`config.mk`:
```
export PLATFORM = sky130hd
export DESIGN_NAME = hangman_datapath
export DESIGN_NICKNAME = d
export VERILOG_FILES = /design/src/rtl/hangman_pkg.sv /design/src/rtl/hangman_word_rom.sv /design/src/rtl/hangman_datapath.sv
export SDC_FILE = /design/constraint.sdc
export NUM_CORES = 1
export LEC_CHECK = 0
export BUFFER_PORTS_ARGS = -buffer_cell sky130_fd_sc_hd__buf_4
export CORE_MARGIN = 2
export CORE_UTILIZATION = 51
export DETAILED_ROUTE_END_ITERATION = 8
export HOLD_SLACK_MARGIN = 0.06
export PLACE_DENSITY = 0.79
export SKIP_CTS_REPAIR_TIMING = 1
export SYNTH_ARGS = -nofsm -noshare
export SYNTH_HDL_FRONTEND = slang
export SYNTH_HIERARCHICAL = 1
export SYNTH_SLANG_ARGS = --single-unit
```
`constraint.sdc`:
```
create_clock -name clk -period 2 [get_ports clk]
set_clock_uncertainty 0.15 [all_clocks]
set_input_delay 0.1 -clock clk [delete_from_list [all_inputs] [get_ports clk]]
set_output_delay 0.1 -clock clk [all_outputs]
set_load 0.01 [all_outputs]
```
`src/rtl/hangman_pkg.sv`:
```
// Shared definitions for the Blind Hangman datapath: letter encoding, word
// geometry, guessed-mask operation codes and the packed word type.
package hangman_pkg;

    localparam int unsigned LETTER_W  = 5;
    localparam int unsigned WORD_LEN  = 5;
    localparam int unsigned MAX_TRIES = 7;
    localparam int unsigned NUM_WORDS = 8;

    // a=0 ... z=25; this code never matches a word letter
    localparam logic [LETTER_W-1:0] LETTER_NONE = 5'd31;

    // Mask op codes; 1..WORD_LEN set bit (op-1)
    localparam logic [2:0] GL_CLEAR    = 3'd0;
    localparam logic [2:0] GL_OR_MATCH = 3'd6;
    localparam logic [2:0] GL_HOLD     = 3'd7;

    // Element [WORD_LEN-1] is the leftmost letter (position 0)
    typedef logic [WORD_LEN-1:0][LETTER_W-1:0] word_t;

    function automatic word_t pack_word(input logic [LETTER_W-1:0] l0,
                                        input logic [LETTER_W-1:0] l1,
                                        input logic [LETTER_W-1:0] l2,
                                        input logic [LETTER_W-1:0] l3,
                                        input logic [LETTER_W-1:0] l4);
        return {l0, l1, l2, l3, l4};
    endfunction

endpackage

```
`src/rtl/hangman_word_rom.sv`:
```
// Combinational secret-word ROM.
//   index : word number, 0 .. NUM_WORDS-1
//   word  : packed word, leftmost letter in the MSBs
module hangman_word_rom
    import hangman_pkg::*;
(
    input  logic [$clog2(NUM_WORDS)-1:0] index,
    output word_t                        word
);

    always_comb begin
        word = pack_word(5'd13, 5'd14, 5'd19, 5'd17, 5'd4);          // notre
        case (index)
            3'd0: word = pack_word(5'd13, 5'd14, 5'd19, 5'd17, 5'd4);  // notre
            3'd1: word = pack_word(5'd2,  5'd17, 5'd0,  5'd13, 5'd4);  // crane
            3'd2: word = pack_word(5'd15, 5'd11, 5'd20, 5'd12, 5'd1);  // plumb
            3'd3: word = pack_word(5'd6,  5'd7,  5'd14, 5'd18, 5'd19); // ghost
            3'd4: word = pack_word(5'd21, 5'd8,  5'd23, 5'd4,  5'd13); // vixen
            3'd5: word = pack_word(5'd9,  5'd20, 5'd12, 5'd15, 5'd24); // jumpy
            3'd6: word = pack_word(5'd22, 5'd0,  5'd11, 5'd19, 5'd25); // waltz
            3'd7: word = pack_word(5'd5,  5'd17, 5'd14, 5'd2,  5'd10); // frock
            default: ;
        endcase
    end

endmodule

```
`src/rtl/hangman_datapath.sv`:
```
// Blind Hangman datapath: holds the secret word, the last captured guess,
// the tries counter, the guessed-letter mask and the win/lose flags, and
// applies the controller strobes every clock.
//   clk, reset               : clock, synchronous active-high reset
//   s_*/en_*                 : controller selects and enables
//   char_in/char_valid       : guess from the input front end
//   char_ack                 : registered one-cycle capture pulse
//   input_char_eq_word       : per-position match (MSB = leftmost letter)
//   guessed_letters_is_done  : every mask bit set
//   tries_is_zero, tries     : remaining tries
//   guessed_mask, win, lose  : game state for the display
module hangman_datapath
    import hangman_pkg::*;
#(
    parameter int unsigned LETTER_W  = hangman_pkg::LETTER_W,
    parameter int unsigned WORD_LEN  = hangman_pkg::WORD_LEN,
    parameter int unsigned MAX_TRIES = hangman_pkg::MAX_TRIES,
    parameter int unsigned NUM_WORDS = hangman_pkg::NUM_WORDS
) (
    input  logic                clk,
    input  logic                reset,
    input  logic                s_tries,
    input  logic                en_tries,
    input  logic [2:0]          s_guessed_letters,
    input  logic                en_guessed_letters,
    input  logic                en_word_index,
    input  logic                en_input_char,
    input  logic                s_win,
    input  logic                en_win,
    input  logic                s_lose,
    input  logic                en_lose,
    input  logic [LETTER_W-1:0] char_in,
    input  logic                char_valid,
    output logic                char_ack,
    output logic [WORD_LEN-1:0] input_char_eq_word,
    output logic                guessed_letters_is_done,
    output logic                tries_is_zero,
    output logic [2:0]          tries,
    output logic [WORD_LEN-1:0] guessed_mask,
    output logic                win,
    output logic                lose
);

    localparam int unsigned IdxW = $clog2(NUM_WORDS);

    logic [IdxW-1:0]                    word_index_q, word_index_d, rom_addr;
    word_t                              rom_word;
    logic [WORD_LEN-1:0][LETTER_W-1:0]  word_q, word_d;
    logic [LETTER_W-1:0]                input_char_q, input_char_d;
    logic [2:0]                         tries_q, tries_d;
    logic [WORD_LEN-1:0]                mask_q, mask_d;
    logic                               win_q, win_d, lose_q, lose_d;
    logic                               char_ack_q, char_ack_d;
    logic [WORD_LEN-1:0]                match;

    // Under reset the ROM is addressed at 0 so the word register reloads rom[0]
    assign rom_addr = reset ? '0 : word_index_q + IdxW'(1);

    hangman_word_rom u_rom (
        .index (rom_addr),
        .word  (rom_word)
    );

    always_comb begin
        for (int unsigned i = 0; i < WORD_LEN; i++) begin
            match[i] = (input_char_q != LETTER_NONE) && (input_char_q == word_q[i]);
        end
    end

    always_comb begin
        word_index_d = word_index_q;
        word_d       = word_q;
        if (en_word_index) begin
            word_index_d = word_index_q + IdxW'(1);
            word_d       = rom_word;
        end

        char_ack_d   = en_input_char && char_valid;
        input_char_d = char_ack_d ? char_in : input_char_q;

        tries_d = tries_q;
        if (en_tries) begin
            if (s_tries) begin
                tries_d = 3'(MAX_TRIES);
            end else if (tries_q != 3'd0) begin
                tries_d = tries_q - 3'd1;
            end
        end

        // OR uses the match of the current registers, i.e. the old guess/word
        mask_d = mask_q;
        if (en_guessed_letters) begin
            case (s_guessed_letters)
                GL_CLEAR:    mask_d = '0;
                GL_OR_MATCH: mask_d = mask_q | match;
                GL_HOLD:     mask_d = mask_q;
                default: begin
                    for (int unsigned i = 0; i < WORD_LEN; i++) begin
                        if (s_guessed_letters == 3'(i + 1)) mask_d[i] = 1'b1;
                    end
                end
            endcase
        end

        win_d  = en_win  ? s_win  : win_q;
        lose_d = en_lose ? s_lose : lose_q;
    end

    always_ff @(posedge clk) begin
        if (reset) begin
            word_index_q <= '0;
            word_q       <= rom_word;
            input_char_q <= LETTER_NONE;
            tries_q      <= 3'(MAX_TRIES);
            mask_q       <= '0;
            win_q        <= 1'b0;
            lose_q       <= 1'b0;
            char_ack_q   <= 1'b0;
        end else begin
            word_index_q <= word_index_d;
            word_q       <= word_d;
            input_char_q <= input_char_d;
            tries_q      <= tries_d;
            mask_q       <= mask_d;
            win_q        <= win_d;
            lose_q       <= lose_d;
            char_ack_q   <= char_ack_d;
        end
    end

    assign char_ack                = char_ack_q;
    assign input_char_eq_word      = match;
    assign guessed_letters_is_done = &mask_q;
    assign tries_is_zero           = (tries_q == 3'd0);
    assign tries                   = tries_q;
    assign guessed_mask            = mask_q;
    assign win                     = win_q;
    assign lose                    = lose_q;

endmodule

```
==> impl_metrics.csv, run 1 <==
group,metric,value,unit
drt,drc,0,
cells_and_area,fin_nets,309,
worst_setup_path,crit_fanout,7,
status,status,"finished, final reports clean",
worst_setup_path,slowest_delay,0.61,ns
clock_network,clock_latency,0.29,ns
sta,slew_violations,0,
grt,antenna_found_initial,0,
drt,wl,4780,um
cells_and_area,multiInputGateArea,1150,sq um
power,fin_total_pwr,0.00209,W
drt,num_vias,1761,
power,powerDensity,697,nW/um^2
clock_network,cts_tree,"done",
yosys,syn_nets,252,
yosys,synth-seq-area-share,46.7,%
yosys,synth_area_leaders,"edfxtp_1 31%, dfxtp_1 16%, ha_1 5.7%",
grt,grt_max_degree,26,
run,maxCapViolCount,0,
worst_setup_path,path_buf_inv,1,
cells_and_area,seqCellArea,1130,sq um
yosys,synth.top_cells.by_count,"25 x edfxtp_1, 19 x dfxtp_1, 16 x nand2_1",
sta,setup_viol_count_final,0,
grt,grt_pass1_wl,6960,um
sta,period_minus_slack,1.89,ns
grt,grt.overflow.total,0,
die,pin_count,38,
worst_setup_path,cp-endpoint,"input_char_eq_word[0]",
die,dieArea,5320,sq um
die,num_rows,25,
cells_and_area,postLayoutCellArea,3000,sq um
cells_and_area,n_antenna_cell,0,
power,leakage,1.25,nW
drt,drt_iter0_markers,57,
cells_and_area,area_growth,23.9,%
worst_setup_path,cp.arrival,1.64,ns
clock_network,path_clk_slew,0.07,ns
yosys,synthArstFlopShare,0,%
grt,grt_usage,17.1,%
drt,ant_nets,0,
place,post_dp_cell_area,2710,sq um
worst_setup_path,crit_path_top_delay_cell,"dfxtp_1",
worst_setup_path,cp_top_family,"flip-flops",
die,die_width,72.9,um
hold_path,hp-class,"in -> reg",
worst_setup_path,cp-start-kind,"flip-flop",
clock_network,cts_root_buf,"clkbuf_8",
yosys,synthDistinctLibCells,39,
yosys,synth_edf_count,25,
drt,routedWlPerCell,14.4,um
worst_setup_path,r2r-start,"tries[0]",
die,core_area,4660,sq um
yosys,netlist_area,2420,sq um
die,die_h,72.9,um
worst_setup_path,rr_worst_depth,6,
worst_setup_path,regToRegEndpoint,"tries[2]",
clock_network,htreeDepth,2,
yosys,yosysWarnings,6,
clock_network,clk_path_buf_depth,2,
cells_and_area,drive_above_1_share,22.2,%
worst_setup_path,end_kind,"output port",
die,start_util,52.0,%
place,port_buffers,37,
yosys,yosysMostFrequentCell,"edfxtp_1",
yosys,avgSynthCellArea,11.0,sq um
yosys,synthCells,221,
place,place_congestion,0.820,
clock_network,cts_buffers,5,
yosys,yosys.area.top_type,"edfxtp_1",
drt,via_per_inst,5.29,
grt,grt_pass1_vias,1501,
worst_setup_path,crit_required,1.75,ns
cells_and_area,fill_cells,356,
yosys,yosys_register_bits,44,
worst_setup_path,path_class,"reg -> out",
drt,first_pass_iters,4,
power,vdd_drop_max,0.364,mV
sta,max_freq,0.528,GHz
sta,layout_worst_path_cycle_share,94.7,%
worst_setup_path,r2r_setup_slack,0.15,ns
sta,max-slew-margin-rel,61.5,%
yosys,synthFlopType,"edfxtp_1",
sta,worst_pin_slew,0.577,ns
worst_setup_path,critPathLaunch,"input_char_q[3]",
worst_setup_path,path_depth,4,
clock_network,cts.sinks,44,
yosys,synth_top_area_share,31.0,%
worst_setup_path,cp_cell_sequence,"xnor2_1 -> nand3_1 -> nor4_2 -> buf_4",
place,hpwlAfterDp,3110,um
sta,hold_viol,0,
-- cell usage in the layout (no fill, tap or decap), types with 2 or more instances in the layout --
cell type      instances
nor4_2                 4
clkbuf_1               2
nor2b_1                2
dlygate4sd3_1         21
a22o_1                 2
edfxtp_1              25
o31a_1                 2
nand2_1               16
inv_1                  9
xnor2_1               15
nand3_1               15
xor2_1                12
ha_1                  11
clkbuf_8               5
mux2i_1                5
a21oi_1               10
o311a_1                2
dfxtp_1               19
a21o_1                 3
buf_4                 43
or3b_1                 2
xnor2_4                2
o21ai_0               15
and3b_1                2
nor2_1                15
clkinv_1               2
nand2b_1               5
-- area by class of cell --
type	count	area share, %
Multi-Input combinational cell	153	38.4
Sequential cell	44	37.7
Timing Repair Buffer	64	17.8
Clock buffer	7	2.54
Tap cell	54	2.25
Inverter	10	1.25
Clock inverter	1	0.125
-- registers in the layout (all words and copies together), names as in the netlist --
name,count
lose,1
word_index_q,3
win,1
char_ack,1
input_char_q,5
tries,3
guessed_mask,5
word_q,25
-- worst register-to-register path, delay by kind of cell, from the launching register on --
kind	cells	cell delay [ns]
buf+inv	2	0.66
flops	1	0.38
fa+ha+maj	1	0.22
simple gates	2	0.19
compound gates	1	0.17
-- worst min path at each step --
stage                                  to  depth (start not counted)  startpoint  slack (ns)
after detailed placement  input_char_q[4]                          3  char_in[4]        0.19
after global routing             char_ack                          3  char_valid        0.06
after floorplan                  tries[2]                          2    en_tries        0.08
final                            char_ack                          3  char_valid        0.06
after global placement    input_char_q[1]                          3  char_in[1]        0.19
after CTS                 input_char_q[4]                          3  char_in[4]       -0.12
-- power by group --
part	internal [W]	switching [W]
sequential	0.00106	0.0000674
clock	0.000243	0.000282
combinational	0.000227	0.000214
total	0.00153	0.000564
-- stage by stage --
stage | setup slack [ns] | utilization [%] | hold slack (ns) | TNS, ns | instances
finish | 0.105 | 64.4 | 0.0562 | 0 | 333
global route | -0.00302 | 64.4 | 0.0608 | -0.00302 | 333
CTS | 0.125 | 59.9 | -0.125 | 0 | 312
detailed placement | 0.187 | 58.2 | 0.189 | 0 | 304
global placement | 0.218 | 58.2 | 0.189 | 0 | 304
floorplan | 0.0542 | - | 0.0835 | 0 | 221
-- layer usage --
metal	up-vias	track usage (%)	part of all wire (%)
li1	875	-	-
met1	841	21.0	42
met2	34	28.7	53
met3	11	4.14	2.9
met4	0	7.41	2.4
met5	-	0	0
-- logic make-up after synthesis --
group,synth area share [%]
xor+xnor,12.7
flops,46.7
fa+ha+maj,5.68
mux,2.07
buf+inv,5.89
compound gates,9.45
simple gates,17.6
Note: power is estimated with default switching activity, not from simulation.
==> run 2: changes to the inputs <==
ABC_AREA = 1   (was unset)
==> run 2 against run 1 <==
Effect of this change:
- global-route usage increased by 0.87 points
- sequential share of layout area rose by 0.76 points
- hold slack got worse by 0.017 ns
- die area down 2.1%
- register-to-register slack improved by 0.05 ns
==> impl_metrics.csv, run 2 <==
group,metric,value,unit
worst_setup_path,path_class,"reg -> reg",
clock_network,clock_latency,0.29,ns
sta,layout_worst_path_cycle_share,90.1,%
yosys,synth_top_area_share,31.7,%
yosys,synthFlopType,"edfxtp_1",
worst_setup_path,cp.arrival,1.69,ns
sta,worst_pin_slew,0.305,ns
power,fin_total_pwr,0.00219,W
sta,period_minus_slack,1.80,ns
sta,slew_violations,0,
drt,num_vias,1892,
cells_and_area,largest_register_ffs,25,
die,die_width,72.2,um
cells_and_area,stdcell_count,393,
cells_and_area,final_common_cell,"nand2_1",
sta,hold_viol,0,
cells_and_area,mostFrequentLayoutCells,"87 x nand2_1, 43 x buf_4, 31 x inv_1",
yosys,yosysWarnings,6,
cells_and_area,multiInputGateArea,1030,sq um
grt,grt_pass1_wl,7380,um
drt,via_per_inst,4.81,
yosys,syn_nets,316,
sta,max_freq,0.555,GHz
worst_setup_path,end_kind,"flip-flop",
cells_and_area,seqCellArea,1130,sq um
sta,rsz0062_at_grt,"no",
worst_setup_path,crit_required,1.89,ns
sta,setup_viol_count_final,0,
status,status,"finished, final reports clean",
place,post-place-cells,369,
clock_network,cts_buffers,5,
yosys,netlist_area,2370,sq um
die,core_area,4410,sq um
clock_network,cts_tree,"done",
grt,grt_usage,18.0,%
power,powerDensity,744,nW/um^2
yosys,yosys.area.top_type,"edfxtp_1",
grt,grt_pass1_vias,1683,
sta,max-slew-margin-rel,79.6,%
drt,routedWlPerCell,12.2,um
yosys,synthArstFlopShare,0,%
drt,drt_iter0_markers,78,
yosys,yosysMostFrequentCell,"nand2_1",
clock_network,cts_root_buf,"clkbuf_8",
die,num_rows,24,
die,die_h,72.2,um
cells_and_area,area_growth,24.3,%
clock_network,cts.sinks,44,
drt,first_pass_iters,4,
yosys,synth_area_leaders,"edfxtp_1 32%, dfxtp_1 16%, nand2_1 14%",
run,maxCapViolCount,0,
yosys,yosys_register_bits,44,
yosys,avgSynthCellArea,8.31,sq um
power,vdd_drop_max,0.567,mV
yosys,synth_edf_count,25,
place,place_congestion,0.839,
place,port_buffers,37,
power,leakage,1.46,nW
cells_and_area,regMostFlops,"word_q",
place,hpwlAfterDp,3480,um
die,pin_count,38,
worst_setup_path,cp-start-kind,"flip-flop",
yosys,synthCells,285,
clock_network,path_clk_slew,0.09,ns
clock_network,clk_path_buf_depth,2,
clock_network,htreeDepth,2,
die,start_util,53.7,%
yosys,synth.top_cells.by_count,"87 x nand2_1, 31 x inv_1, 25 x edfxtp_1",
cells_and_area,drive_above_1_share,19.4,%
sta,whs,0.0395,ns
hold_path,hp-class,"in -> reg",
drt,wl,4800,um
die,dieArea,5210,sq um
cells_and_area,fin_nets,371,
yosys,synthDistinctLibCells,26,
grt,grt_max_degree,26,
yosys,synth-seq-area-share,47.7,%
cells_and_area,fill_cells,377,
worst_setup_path,crit_fanout,5,
sta,fin_setup_tns,0,ns
drt,ant_nets,0,
grt,antenna_found_initial,0,
cells_and_area,n_antenna_cell,0,
grt,grt.overflow.total,0,
drt,drc,0,
[run 2: changes by cell type in the layout (fill, tap and decap cells not counted), moves of 6 or more]
cell     delta
inv_1      +22
inv_2       +7
nand2_1    +71
nand3_1     -6
nor2_1      +9
o21ai_0     -6
xnor2_1     -8
[run 2: power breakdown]
group          switching, W  total (W)  internal, W  leakage (nW)
combinational      0.000253   0.000461     0.000208         0.996
clock              0.000297   0.000579     0.000282        0.0516
sequential        0.0000682    0.00115      0.00108         0.414
[run 2: worst paths after layout]
kind                                          from               to  slack (ns)  cells after the start
worst max-delay path               word_index_q[0]       word_q[11]        0.20                      8
worst min-delay path            en_guessed_letters  guessed_mask[1]        0.04                      5
worst max register to register     word_index_q[0]       word_q[11]        0.20                      8
worst min register to register     word_index_q[1]  word_index_q[1]        0.34                      2
[run 2: cell type report]
class,instances,area share [%]
timing repair buffer,59,16.4
multi-input combinational,192,34.8
clock buffer,6,2.80
tap,52,2.21
inverter,38,4.84
clock inverter,2,0.467
sequential,44,38.4
[run 2: logic make-up (layout without fill, tap and decap cells)]
logic type | Yosys count | count (layout) | synth area share (%)
buf+inv | 49 | 105 | 8.98
flops | 44 | 44 | 47.7
simple gates | 128 | 128 | 22.2
compound gates | 30 | 30 | 6.81
xor+xnor | 23 | 23 | 8.50
fa+ha+maj | 11 | 11 | 5.81
[run 2: per-layer routing]
metal	vias up	share of wire [%]	track usage (%)
met5	-	0	0
met4	0	1.4	6.71
met3	6	2.8	2.50
met2	33	52	31.5
met1	854	44	22.5
li1	999	-	-
[run 2: per-stage QoR]
step                area, sq um  utilization (%)  worst slack, ns
floorplan                  2370                -           0.0206
global placement           2690             60.9            0.272
detailed placement         2690             60.9            0.209
CTS                        2780             63.1            0.145
global route               2950             66.7           0.0557
finish                     2950             66.7            0.198
[run 2: worst max-delay path, cell delays in order (launching register included)]
cell     delay (ns)
dfxtp_1        0.33
ha_1           0.27
inv_1          0.04
nor2_1         0.12
inv_1          0.11
ha_1           0.32
inv_1          0.05
nand2_1        0.10
nand2_1        0.07
==> run 3: changes to the inputs <==
BUFFER_PORTS_ARGS = unset   (was -buffer_cell sky130_fd_sc_hd__buf_4)
CORE_UTILIZATION = 57   (was 51)
DONT_BUFFER_PORTS = 1   (was unset)
PLACE_DENSITY = 0.78   (was 0.79)
==> run 3 against run 2 <==
Effect of this change:
- the run now ends with negative hold slack left
- register-to-register slack hardly changed
- total power down 2.9%
- routed wire length grew 7.8%
- via count fell by 0.32%
- clock power decreased by 4.5%
- critical path type is now in -> reg
- highest routed layer unchanged
==> impl_metrics.csv, run 3 (synthesis gave the netlist of run 2 again) <==
group,metric,value,unit
grt,grt_usage,19.2,%
sta,fin_ws,0.165,ns
clock_network,cts_tree,"done",
clock_network,path_clk_slew,0.10,ns
worst_setup_path,cp-start-kind,"input pin",
grt,antenna_found_initial,0,
drt,wl,5170,um
cells_and_area,largest_register_ffs,25,
worst_setup_path,path_class,"in -> reg",
run,maxCapViolCount,0,
sta,worst_pin_slew,0.377,ns
sta,layout_worst_path_cycle_share,91.7,%
clock_network,clock_latency,0.30,ns
sta,setup_viol_count_final,0,
cells_and_area,area_growth,14.6,%
power,vdd_drop_max,0.454,mV
status,violations,"negative hold slack",
power,fin_total_pwr,0.00213,W
sta,fin_setup_tns,0,ns
sta,period_minus_slack,1.83,ns
cells_and_area,regMostFlops,"word_q",
place,place_congestion,0.830,
sta,hold_viol,1,
sta,max_freq,0.545,GHz
hold_path,hp-class,"in -> reg",
power,powerDensity,784,nW/um^2
drt,first_pass_iters,4,
status,status,"finished, violations left",
cells_and_area,final_common_cell,"nand2_1",
clock_network,clk_path_buf_depth,2,
power,leakage,1.29,nW
drt,drt_iter0_markers,94,
die,start_util,59.2,%
place,hpwlAfterDp,3330,um
worst_setup_path,crit_fanout,15,
sta,rsz0062_at_grt,"no",
clock_network,cts_root_buf,"clkbuf_8",
cells_and_area,mostFrequentLayoutCells,"87 x nand2_1, 31 x inv_1, 25 x edfxtp_1",
sta,whs,-0.00134,ns
drt,ant_nets,0,
worst_setup_path,crit_required,2.10,ns
grt,grt_pass1_wl,6440,um
cells_and_area,n_antenna_cell,0,
sta,slew_violations,0,
drt,via_per_inst,5.24,
drt,drc,0,
place,dp_worst_setup_slack,0.221,ns
clock_network,cts.sinks,44,
die,num_rows,23,
die,die_h,68.5,um
clock_network,htreeDepth,2,
worst_setup_path,end_kind,"flip-flop",
grt,grt.overflow.total,0,
die,dieArea,4690,sq um
die,pin_count,38,
die,die_width,68.5,um
cells_and_area,fin_nets,340,
sta,max-slew-margin-rel,74.8,%
worst_setup_path,cp.arrival,1.94,ns
drt,num_vias,1886,
grt,grt_pass1_vias,1565,
drt,routedWlPerCell,14.4,um
grt,grt_max_degree,26,
die,core_area,4000,sq um
place,port_buffers,0,
clock_network,cts_buffers,5,
cells_and_area,drive_above_1_share,8.39,%
## run 3: changes by cell type in the layout (fill, tap and decap cells not counted), sizes merged
cell | before | now
buf | 43 | 5
dlygate4sd3 | 16 | 23
clkinvlp | 0 | 1
inv | 39 | 38
## run 3: final timing paths
| path | from | to | slack (ns) | cells past startpoint |
|---|---|---|---|---|
| worst max-delay path | reset | win | 0.17 | 5 |
| worst min-delay path | s_guessed_letters[2] | guessed_mask[4] | -0.001 | 4 |
| worst min register to register | word_index_q[1] | word_index_q[1] | 0.34 | 2 |
| worst max register to register | word_index_q[0] | word_q[9] | 0.20 | 8 |
## run 3: power by group
| part | internal [W] | total (W) | switching (W) |
|---|---|---|---|
| Clock | 0.000245 | 0.000553 | 0.000309 |
| Combinational | 0.000172 | 0.000413 | 0.000240 |
| Sequential | 0.00108 | 0.00116 | 0.0000793 |
## run 3: per-layer routing
| metal | global-route usage [%] | vias to the layer above | routed length (um) |
|---|---|---|---|
| li1 | - | 940 | - |
| met1 | 21.0 | 871 | 2080 |
| met2 | 33.2 | 57 | 2720 |
| met3 | 5.76 | 18 | 241 |
| met4 | 10.5 | 0 | 126 |
| met5 | 0 | - | 0 |
## run 3: critical path, cell delays in order
cell,delay [ns]
dlygate4sd3_1,0.66
inv_2,0.28
o21ai_1,0.15
a21oi_1,0.16
dlygate4sd3_1,0.58
## run 3: final cells by class
type / count / area, sq um
tap: 50 / 62.6
timing repair buffer: 28 / 268
clock buffer: 6 / 72.6
fill: 303 / 1280
multi-input combinational: 192 / 1030
inverter: 38 / 143
sequential: 44 / 1130
clock inverter: 2 / 12.5
## run 3: metrics by stage
stage	hold slack, ns	utilization [%]	cells	instance area, sq um
6_report	-0.00134	67.9	360	2720
5_1_grt	0.0585	67.9	360	2720
4_1_cts	-0.298	62.1	337	2480
3_5_place_dp	0.0274	60.0	329	2400
3_3_place_gp	0.0242	60.0	329	2400
2_1_floorplan	0.0224	-	285	2370
